`src/rtl/io_control_sequencer.sv`:
```
// Hardwired fetch/execute control unit for the Mini SRC I/O and special-register move group.
// Drives Datapath control inputs as Moore decodes of the sequencer state and the IR opcode.
module io_control_sequencer #(
  parameter int unsigned READ_WAIT = 0,
  parameter int unsigned CNT_W     = 16
) (
  input  logic             Clock,
  input  logic             Reset,
  input  logic [31:0]      IR,
  input  logic             Stop,
  output logic             PCout,
  output logic             MARin,
  output logic             IncPC,
  output logic             Zin,
  output logic             Zlowout,
  output logic             PCin,
  output logic             Read,
  output logic             MDRin,
  output logic             MDRout,
  output logic             IRin,
  output logic             Gra,
  output logic             Rin,
  output logic             Rout,
  output logic             InPortout,
  output logic             Out_Portin,
  output logic             HIout,
  output logic             LOout,
  output logic             Run,
  output logic             Illegal,
  output logic [CNT_W-1:0] Instr_count
);

  localparam int unsigned WAIT_W = 4;
  localparam int unsigned CTRL_W = 17;

  localparam int unsigned B_PCOUT = 16, B_MARIN = 15, B_INCPC = 14, B_ZIN = 13;
  localparam int unsigned B_ZLOWOUT = 12, B_PCIN = 11, B_READ = 10, B_MDRIN = 9;
  localparam int unsigned B_MDROUT = 8, B_IRIN = 7, B_GRA = 6, B_RIN = 5, B_ROUT = 4;
  localparam int unsigned B_INPORTOUT = 3, B_OUTPORTIN = 2, B_HIOUT = 1, B_LOOUT = 0;

  localparam logic [4:0] OP_IN   = 5'b10110;
  localparam logic [4:0] OP_OUT  = 5'b10111;
  localparam logic [4:0] OP_MFHI = 5'b11000;
  localparam logic [4:0] OP_MFLO = 5'b11001;
  localparam logic [4:0] OP_NOP  = 5'b11010;
  localparam logic [4:0] OP_HALT = 5'b11011;

  typedef enum logic [2:0] {T0, T1, T2, T3, HALT} state_t;

  state_t              state, next_state;
  logic [WAIT_W-1:0]   wait_cnt, next_wait_cnt;
  logic [CTRL_W-1:0]   ctrl;
  logic                illegal_d;
  logic                run_d;
  logic [4:0]          opcode;
  logic                unused_ir_bits;

  assign opcode         = IR[31:27];
  assign unused_ir_bits = ^IR[26:0];

  // State, read-wait counter and retired-instruction counter
  always_ff @(posedge Clock or posedge Reset) begin
    if (Reset) begin
      state       <= T0;
      wait_cnt    <= '0;
      Instr_count <= '0;
    end else begin
      state    <= next_state;
      wait_cnt <= next_wait_cnt;
      if (state == T3) Instr_count <= Instr_count + CNT_W'(1);
    end
  end

  // Next-state and control decode
  always_comb begin
    next_state    = state;
    next_wait_cnt = wait_cnt;
    ctrl          = '0;
    illegal_d     = 1'b0;
    run_d         = 1'b1;
    case (state)
      T0: begin
        ctrl[B_PCOUT] = 1'b1;
        ctrl[B_MARIN] = 1'b1;
        ctrl[B_INCPC] = 1'b1;
        ctrl[B_ZIN]   = 1'b1;
        next_wait_cnt = '0;
        next_state    = T1;
      end
      T1: begin
        ctrl[B_READ]    = 1'b1;
        ctrl[B_MDRIN]   = 1'b1;
        ctrl[B_ZLOWOUT] = 1'b1;
        next_wait_cnt   = wait_cnt + WAIT_W'(1);
        if (wait_cnt == WAIT_W'(READ_WAIT)) begin
          ctrl[B_PCIN] = 1'b1;
          next_state   = T2;
        end
      end
      T2: begin
        ctrl[B_MDROUT] = 1'b1;
        ctrl[B_IRIN]   = 1'b1;
        next_state     = T3;
      end
      T3: begin
        case (opcode)
          OP_IN: begin
            ctrl[B_INPORTOUT] = 1'b1;
            ctrl[B_GRA]       = 1'b1;
            ctrl[B_RIN]       = 1'b1;
          end
          OP_OUT: begin
            ctrl[B_GRA]       = 1'b1;
            ctrl[B_ROUT]      = 1'b1;
            ctrl[B_OUTPORTIN] = 1'b1;
          end
          OP_MFHI: begin
            ctrl[B_HIOUT] = 1'b1;
            ctrl[B_GRA]   = 1'b1;
            ctrl[B_RIN]   = 1'b1;
          end
          OP_MFLO: begin
            ctrl[B_LOOUT] = 1'b1;
            ctrl[B_GRA]   = 1'b1;
            ctrl[B_RIN]   = 1'b1;
          end
          OP_NOP, OP_HALT: ;
          default: illegal_d = 1'b1;
        endcase
        next_state = (opcode == OP_HALT || Stop) ? HALT : T0;
      end
      HALT: run_d = 1'b0;
      default: next_state = T0;
    endcase
  end

  // Controls are forced low while Reset is held; state already sits in T0 so Run reads 1
  assign {PCout, MARin, IncPC, Zin, Zlowout, PCin, Read, MDRin, MDRout, IRin,
          Gra, Rin, Rout, InPortout, Out_Portin, HIout, LOout} = Reset ? '0 : ctrl;
  assign Illegal = Reset ? 1'b0 : illegal_d;
  assign Run     = run_d;

endmodule

```
`config.mk`:
```
export PLATFORM = sky130hd
export DESIGN_NAME = io_control_sequencer
export DESIGN_NICKNAME = d
export VERILOG_FILES = /design/src/rtl/io_control_sequencer.sv
export SDC_FILE = /design/constraint.sdc
export NUM_CORES = 1
export LEC_CHECK = 0
export ABC_CLOCK_PERIOD_IN_PS = 2800
export CAP_MARGIN = 15
export CORE_MARGIN = 8
export CORE_UTILIZATION = 38
export CTS_CLUSTER_DIAMETER = 50
export DETAILED_ROUTE_END_ITERATION = 10
export MAX_ROUTING_LAYER = met4
export PLACE_DENSITY_LB_ADDON = 0.25
export SLEW_MARGIN = 0
export SYNTH_ARGS = -nofsm -noshare
export SYNTH_HDL_FRONTEND = slang
export SYNTH_SLANG_ARGS = --single-unit
```
`constraint.sdc`:
```
create_clock -name Clock -period 2.8 [get_ports Clock]
set_clock_uncertainty 0.2 [all_clocks]
set_input_delay 0.84 -clock Clock [delete_from_list [all_inputs] [get_ports Clock]]
set_output_delay 0.84 -clock Clock [all_outputs]
set_load 0.02 [all_outputs]
```
Yosys cells after proc, flatten, opt, wreduce, memory -nomap -nowiden
Index checks and enable logic that the tools add are counted.
{"block": "totals", "ff_bits": 23, "latch_bits": 0, "ramBits": 0, "mem_bits_ro": 0, "out_inout_bits": 35, "elab_cells": 45, "n_memories": 0}
{"block": "classes", "add_sub_neg": 2, "n_mul": 0, "n_div": 0, "n_lt_le_gt_ge": 0, "eq_ne": 11, "n_shift": 0, "muxes": 20, "n_bitwise": 1, "reduce_logical": 8}
{"op": "$eq 5x5->1 const B", "count": 6}
{"op": "$mux 17", "count": 1}
{"op": "$add 16x1->16 const B", "count": 1}
{"op": "$pmux 3 s5", "count": 1}
{"op": "$mux 1", "count": 11}
{"op": "$mux 4", "count": 2}
{"op": "$pmux 4 s2", "count": 1}
{"op": "$mux 7", "count": 1}
{"op": "$eq 3x2->1 const B", "count": 2}
{"op": "$mux 3", "count": 2}
{"op": "$reduce_or 6->1", "count": 1}
{"op": "$add 4x1->4 const B", "count": 1}
{"op": "$logic_not 4->1", "count": 1}
{"op": "$reduce_or 4->1", "count": 1}
{"op": "$eq 3x1->1 const B", "count": 1}
{"op": "$eq 3x3->1 const B", "count": 1}
{"op": "$logic_not 3->1", "count": 1}
{"op": "$reduce_or 3->1", "count": 1}
{"op": "$mux 2", "count": 1}
{"op": "$ne 2x2->1 const B", "count": 1}
{"op": "$reduce_and 2->1", "count": 1}
{"op": "$reduce_bool 2->1", "count": 1}
{"op": "$logic_or 1x1->1", "count": 1}
{"op": "$not 1->1", "count": 1}

Logic depth before layout (Yosys ltp)
Gate-level depths: netlist (run 1).
{"block": "logic_depth", "ltp_word": 5, "depth_mapped": 5, "ltp_nobuf": 5}

Least setup slack after synthesis (run 1)
No wires, ideal clock.
{"block": "synth_timing", "kind": "in2out", "startpoint": "input port Reset", "endpoint": "output port MDRout", "arrival_time_ps": 1937, "slack_ps": -177, "path_stages": 2, "n_path_buf": 1, "path_cell_list": "nor4b_1 buf_4"}
{"block": "synth_between", "elab_chain_len": 1}
{"item": "start: declaration", "line": "8", "text": "input logic Reset,"}
{"item": "$mux 17", "line": "139", "text": "Gra, Rin, Rout, InPortout, Out_Portin, HIout, LOout} = Reset ? '0 : ctrl;"}
{"item": "end: declaration", "line": "19", "text": "output logic MDRout,"}
Every way passes these cells.

Worst setup path after layout (run 1)
{"block": "layout_timing", "startpoint": "input port Reset", "endpoint": "output port PCin"}
{"block": "layout_between", "elab_chain_len": 1}
{"item": "$mux 17", "line": "139"}
{"item": "end: declaration", "line": "16", "text": "output logic PCin,"}
Every way passes these cells.

==> results.yml, run 1 <==
logic_synthesis:
  postSynthCellCount: 126
  yosysUniqueCellTypes: 34
  syn-mean-instance-area_um2: 9.88
  synthFlopType: "sky130_fd_sc_hd__dfrtp_1"
  synth_sequential_area_ratio_pct: 46.2
  postSynthRegisterBits: 23
  synth_top_cells_by_area: "sky130_fd_sc_hd__dfrtp_1 (46%), sky130_fd_sc_hd__xnor2_1 (7.7%), sky130_fd_sc_hd__nand2_1 (5.1%)"
  netlist.top_cell.by_area: "sky130_fd_sc_hd__dfrtp_1"
  syn-num-nets: 164
  postSynth.asyncResetShare_pct: 100
  synth-edff-count: 0
  mappedNetlistArea_um2: 1240
  yosys.area.top_type_share_pct: 46.2
  ys.warnings.count: 0
clock_tree:
  clk_transition_reported_paths_ns: 0.12
  cts.sink_count: 23
  clk-insertion-delay-late_ns: 0.31
  root_buffer: "sky130_fd_sc_hd__clkbuf_4"
  tritoncts.num_buffers: 3
  clockBufferDepth: 2
  cts_max_level: 1
  cts_post_setup_buffers_inserted: 0
  cts_tree: "built"
floorplan:
  dieHeight_um: 73.2
  die-width_um: 73.2
  die_area_um2: 5360
  core_area_um2: 3080
  design.portCount: 70
  fp-row-count: 20
  initial_core_util_pct: 40.4
routing:
  detail_route.drc_violations: 0
  vias: 1036
  routed_wl_um: 3080
  routed_wire_length_per_instance_um: 13.9
  detailedRoute.firstPassIterationCount: 4
  drtAntennaViolNets: 0
  drt-initial-drc-count: 46
  vias_per_cell: 4.67
worst_setup_path:
  criticalPathCategory: "input pin to output pin"
  cp_slowest_cell: "sky130_fd_sc_hd__dlygate4sd2_1"
  critical_path_peak_fanout: 4
  cpMostUsedCell: "sky130_fd_sc_hd__buf_4"
  regToRegStartpoint: "state[2]$_DFFE_PP0P_"
  critical_path.endpoint_type: "output pin"
  r2r_slack_ns: 1.05
  required_ns: 1.76
  r2r_cells: 5
  slowest_delay_ns: 0.25
  cp_cell_sequence: "dlygate4sd2_1, buf_4, nor3b_2, and2_1, buf_4"
  path_delay_family: "buffers and inverters"
  setup.worst_path.start_class: "input pin"
  critical_path_buf_inv_count: 3
  crit_arrival_ns: 1.71
  r2r_end: "Instr_count[13]$_DFFE_PP0N_"
worst_hold_path:
  min_delay_worst_endpoint: "Instr_count[10]$_DFFE_PP0N_"
  min_delay_path_depth: 1
  holdCritStartpoint: "Instr_count[10]$_DFFE_PP0N_"
  worst_hold_path_type: "flip-flop to flip-flop"
pwr:
  share_clk_of_total_power_pct: 29.7
  internal-power_w: 0.000399
  p_switching_w: 0.000116
  pwr-share-comb_pct: 5.9
  power.share.sequential_pct: 64.5
  static-leakage-power_nw: 0.872
  max-vdd-ir-drop_mv: 0.136
  power_per_cell_area_nw_per_um2: 290
  swShare_pct: 22.6
sta:
  max_freq_ghz: 0.364
  worst-slew-pin-transition_ns: 0.357
  timing.max_slew.rel_slack_pct: 76.0
  setup_repair_after_global_routing_missed_its_margin: "no"
  final-hold-violation-count: 0
  final.period_utilization_pct: 98.2
  setup_violations: 0
  final_max_slew_viol_count: 0
  period_needed_ns: 2.75
cells_and_area:
  layout.cells.non_filler: 222
  antenna_diode_count: 0
  final_layout_size_suffix_gt1_share_pct: 30.9
  num-nets-final: 217
  flow.area_growth_from_synthesis_pct: 42.8
  finalCoreUtilization_pct: 57.8
global_routing:
  global_route_wire_length_before_repair_um: 5370
  gr-usage-all-layers_pct: 12.9
  globalRoute.totalOverflow: 0
  grt_pass1_vias: 1173
  grt_antenna_before_repair: 0
  grt_start_max_net_pins: 24
placement:
  place.detailed.instances: 218
  globalplace.congestion: 0.718
  hpwlAfterDp_um: 2430
  port_buf_inserts: 42
status:
  status: "finished clean"
job:
  cap_violations: 0
-- sequential cells by signal (all words and copies together) (netlist names) --
name,flops
Instr_count,16
wait_cnt,4
state,3
-- stage by stage --
step / TNS, ns / hold WS [ns] / area (um2) / power (W) / setup WS (ns)
finish: 0 / 0.304 / 1780 / 0.000515 / 0.0508
detailed placement: -11.78 / 0.284 / 1780 / 0.000370 / -0.814
floorplan: 0 / 0.297 / 1260 / 0.000347 / 0.0194
CTS: 0 / 0.306 / 1780 / 0.000524 / 0.00489
global route: 0 / 0.328 / 1780 / 0.000542 / 0.0186
global placement: -11.32 / 0.261 / 1780 / 0.000369 / -0.754
-- Yosys cell counts (2+ instances only) --
| library cell | number |
|---|---|
| sky130_fd_sc_hd__a21oi_1 | 4 |
| sky130_fd_sc_hd__a22o_1 | 2 |
| sky130_fd_sc_hd__and4_1 | 3 |
| sky130_fd_sc_hd__buf_4 | 7 |
| sky130_fd_sc_hd__dfrtp_1 | 23 |
| sky130_fd_sc_hd__ha_1 | 3 |
| sky130_fd_sc_hd__inv_1 | 5 |
| sky130_fd_sc_hd__nand2_1 | 17 |
| sky130_fd_sc_hd__nand3_1 | 8 |
| sky130_fd_sc_hd__nand4_1 | 2 |
| sky130_fd_sc_hd__nor2_1 | 8 |
| sky130_fd_sc_hd__nor3_1 | 4 |
| sky130_fd_sc_hd__nor3b_1 | 2 |
| sky130_fd_sc_hd__o21ai_0 | 4 |
| sky130_fd_sc_hd__or2_1 | 2 |
| sky130_fd_sc_hd__xnor2_1 | 11 |
| sky130_fd_sc_hd__xor2_1 | 4 |
-- logic make-up (layout without fill, tap and decap cells) --
family                     Yosys count  in the layout  share of synthesized area (%)
and+or+nand+nor                     57             57                           26.4
DFF                                 23             23                           46.2
xor gates and xnor gates            15             15                           10.6
buffers and inverters               14             66                           6.43
AOI/OAI and AO/OA                   13             13                           6.43
adders and majority gates            3              3                           3.02
muxes                                1              1                          0.904
-- power groups by stage --
stage / sequential, W / clock [W] / combinational [W]
finish: 0.000332 / 0.000153 / 0.0000302
detailed placement: 0.000338 / 0 / 0.0000313
global placement: 0.000338 / 0 / 0.0000304
floorplan: 0.000338 / 0 / 0.00000858
CTS: 0.000332 / 0.000161 / 0.0000306
global route: 0.000332 / 0.000176 / 0.0000335
-- cells in the final DEF (no fill, tap or decap), types with 2 or more instances in the layout --
cell type and n:
sky130_fd_sc_hd__inv_1 4, sky130_fd_sc_hd__clkdlybuf4s50_1 17, sky130_fd_sc_hd__xnor2_1 11, sky130_fd_sc_hd__a21oi_1 2, sky130_fd_sc_hd__nand4_1 2, sky130_fd_sc_hd__nand3_1 7, sky130_fd_sc_hd__dfrtp_1 23, sky130_fd_sc_hd__nor2_1 7
sky130_fd_sc_hd__xor2_1 4, sky130_fd_sc_hd__ha_1 3, sky130_fd_sc_hd__buf_2 7, sky130_fd_sc_hd__and4_1 3, sky130_fd_sc_hd__dlygate4sd2_1 3, sky130_fd_sc_hd__nor3_2 2, sky130_fd_sc_hd__clkbuf_4 3, sky130_fd_sc_hd__buf_4 29
sky130_fd_sc_hd__a22o_1 2, sky130_fd_sc_hd__or2_1 2, sky130_fd_sc_hd__o21ai_0 4, sky130_fd_sc_hd__nand2_1 16, sky130_fd_sc_hd__a21oi_2 2, sky130_fd_sc_hd__nor3_1 3
-- worst max path at each step --
stage                      start  endpoint  slack (ns)  depth (start not counted)
after floorplan            Reset     MARin        0.02                          2
after global placement    IR[28]     HIout       -0.75                          4
after detailed placement  IR[28]     HIout       -0.81                          4
after CTS                 IR[30]     HIout       0.005                          5
after global routing       Reset      PCin        0.02                          5
final                      Reset      PCin        0.05                          5
-- per-layer routing --
layer | part of all wire [%] | global-route usage (%)
met5 | 0 | -
met3 | 5.4 | 3.30
met1 | 41 | 13.4
met2 | 52 | 22.2
met4 | 1.1 | 6.00
-- layout make-up --
class	count	area (um2)
fill	297	1300
multi-input combinational	89	639
sequential	23	576
timing repair buffer	57	462
tap	44	55.1
clock buffer	3	22.5
inverter	5	18.8
clock inverter	1	5.00
-- what timing repair did --
action | in CTS | in global routing
hold buffers | 0 | 0
gates resized for setup | 114 | 1
pin swaps | 5 | 1
endpoints found under the setup margin | 18 | 2
Note: power is estimated with default switching activity, not from simulation.
==> run 2, diff against run 1 <==
--- a/config.mk
+++ b/config.mk
@@ -13,6 +13,7 @@
 export DETAILED_ROUTE_END_ITERATION = 10
 export MAX_ROUTING_LAYER = met4
 export PLACE_DENSITY_LB_ADDON = 0.25
+export SETUP_SLACK_MARGIN = 0.2
 export SLEW_MARGIN = 0
 export SYNTH_ARGS = -nofsm -noshare
 export SYNTH_HDL_FRONTEND = slang
==> run 2 against run 1 <==
Critical path depth is 1 lower. Maximum frequency is 2.0% higher. Combinational power is 22% higher. Setup slack better by 0.053 ns. Non-clock buffer count is 1 lower. Register-to-register slack worse by 0.06 ns. Via count is 3.9% higher. Core utilization is 3.5 points higher. Cell count is 0.45% lower. Sequential power hardly changed. Routed wire length is 3.7% lower. Clock power hardly changed. Critical endpoint is now Rin. Largest power group unchanged. Highest routed layer unchanged.
==> results.yml, run 2 (synthesized netlist as in run 1, its figures left out) <==
status:
  status: "finished clean"
cells_and_area:
  final_layout_size_suffix_gt1_share_pct: 35.0
  layout_commonest_cell: "sky130_fd_sc_hd__dfrtp_1"
  flow.area_growth_from_synthesis_pct: 51.6
  largest_register: "Instr_count"
  num-nets-final: 216
  seqCellArea_um2: 577
  largest_register_ffs: 16
  commonest_cells_after_routing_fill_and_taps_aside: "sky130_fd_sc_hd__dfrtp_1 (22), sky130_fd_sc_hd__clkdlybuf4s50_1 (17), sky130_fd_sc_hd__nand2_1 (16), sky130_fd_sc_hd__buf_6 (16), sky130_fd_sc_hd__buf_4 (14)"
  finalCoreUtilization_pct: 61.3
  total_of_fill_cells_in_the_finished_design: 276
  top_regs: "Instr_count x16, wait_cnt x4, state x3"
  antenna_diode_count: 0
  multiInputGateArea_um2: 682
pwr:
  power_per_cell_area_nw_per_um2: 276
  p_total_w: 0.000520
  max-vdd-ir-drop_mv: 0.118
  internal-power_w: 0.000404
  share_clk_of_total_power_pct: 29.0
  power.share.sequential_pct: 63.9
  pwr-share-comb_pct: 7.1
  static-leakage-power_nw: 0.892
  p_switching_w: 0.000116
  swShare_pct: 22.4
worst_setup_path:
  slowest_delay_ns: 0.42
  cp_slowest_cell: "sky130_fd_sc_hd__or3_4"
  cp_cell_sequence: "buf_8, or3_4, a21oi_2, buf_6"
  critical_path_buf_inv_count: 2
  worst_setup_path_startpoint: "IR[29]"
  setup.worst_path.start_class: "input pin"
  regToRegStartpoint: "state[2]$_DFFE_PP0P_"
  criticalPathCategory: "input pin to output pin"
  required_ns: 1.76
  path_delay_family: "simple AND/OR/NAND/NOR gates"
  critical_path.endpoint_type: "output pin"
  critical_path_peak_fanout: 4
  crit_arrival_ns: 1.66
floorplan:
  die_area_um2: 5360
  core_area_um2: 3080
  initial_core_util_pct: 40.4
  die-width_um: 73.2
  dieHeight_um: 73.2
  fp-row-count: 20
  design.portCount: 70
placement:
  port_buf_inserts: 42
  pre_cts_slack_ns: -0.801
  hpwlAfterDp_um: 2340
  globalplace.congestion: 0.701
routing:
  vias: 1076
  drtAntennaViolNets: 0
  detailedRoute.firstPassIterationCount: 4
  routed_wl_um: 2970
  routed_wire_length_per_instance_um: 13.4
  detail_route.drc_violations: 0
  drt-initial-drc-count: 68
  vias_per_cell: 4.87
clock_tree:
  root_buffer: "sky130_fd_sc_hd__clkbuf_4"
  cts_post_setup_buffers_inserted: 0
  cts.sink_count: 23
  clockBufferDepth: 2
  clk-insertion-delay-late_ns: 0.31
  tritoncts.num_buffers: 3
  clk_transition_reported_paths_ns: 0.12
  cts_max_level: 1
  cts_tree: "built"
sta:
  max_freq_ghz: 0.371
  timing.max_slew.rel_slack_pct: 75.6
  setup_violations: 0
  period_needed_ns: 2.70
  final-hold-violation-count: 0
  worst-slew-pin-transition_ns: 0.363
  final_max_slew_viol_count: 0
  fin_setup_tns_ns: 0
  final.period_utilization_pct: 96.3
  fin_hold_ws_ns: 0.277
  setup_repair_after_global_routing_missed_its_margin: "yes"
  final_critical_path_setup_slack_ns: 0.103
worst_hold_path:
  holdCritStartpoint: "Instr_count[15]$_DFFE_PP0N_"
  worst_hold_path_type: "flip-flop to flip-flop"
global_routing:
  global_route_wire_length_before_repair_um: 5070
  grt_pass1_vias: 1126
  grt_antenna_before_repair: 0
  globalRoute.totalOverflow: 0
  grt_start_max_net_pins: 24
  gr-usage-all-layers_pct: 12.2
job:
  cap_violations: 0
run 2: final timing paths:
check / to / slack [ns] / cells after the start
worst max register to register: Instr_count[13]$_DFFE_PP0N_ / 0.99 / 5
worst max-delay path: Rin / 0.10 / 4
worst min register to register: Instr_count[15]$_DFFE_PP0N_ / 0.28 / 1
worst min-delay path: Instr_count[15]$_DFFE_PP0N_ / 0.28 / 1
max in group asynchronous: state[1]$_DFFE_PP0P_ / 1.66 / 4
min in group asynchronous: Instr_count[1]$_DFFE_PP0N_ / 0.49 / 4
run 2: metrics by stage:
stage,instances,cell area [um2]
finish,221,1890
global route,221,1890
CTS,221,1850
detailed placement,217,1800
global placement,217,1800
floorplan,126,1280
run 2: area by class of cell:
type / instances / share of cell area (%)
multi-input cells: 89 / 36.1
flip-flops and latches: 23 / 30.6
repair buffers: 56 / 27.8
well taps: 44 / 2.92
clock buffers: 3 / 1.19
inverters: 5 / 1.13
clock inverters: 1 / 0.265
run 2: power by group through the flow:
stage,Combinational [W],Sequential [W],Clock (W)
6_report,0.0000369,0.000332,0.000151
5_1_grt,0.0000403,0.000332,0.000174
4_1_cts,0.0000366,0.000332,0.000158
3_5_place_dp,0.0000326,0.000338,0
3_3_place_gp,0.0000315,0.000338,0
2_1_floorplan,0.00000895,0.000338,0
run 2: metal layers:
| metal | vias to the layer above | share of wire, % | GRT usage, % |
|---|---|---|---|
| li1 | 522 | - | - |
| met1 | 525 | 41 | 13.0 |
| met2 | 27 | 52 | 20.5 |
| met3 | 2 | 5.8 | 3.43 |
| met4 | 0 | 0.91 | 5.33 |
| met5 | - | 0 | - |
run 2: worst reg2reg max path, cell delays in order, from the launching register on:
cell	delay (ns)
sky130_fd_sc_hd__dfrtp_1	0.45
sky130_fd_sc_hd__nand3b_4	0.19
sky130_fd_sc_hd__buf_4	0.18
sky130_fd_sc_hd__nor4_4	0.39
sky130_fd_sc_hd__nand4_1	0.16
sky130_fd_sc_hd__xnor2_1	0.15
run 2: timing repair:
action / CTS / global route
hold buffers: 0 / 0
endpoints found under the hold margin: 0 / 0
endpoints found under the setup margin: 19 / 19
pin swaps: 11 / 9
gates resized for setup: 132 / 13
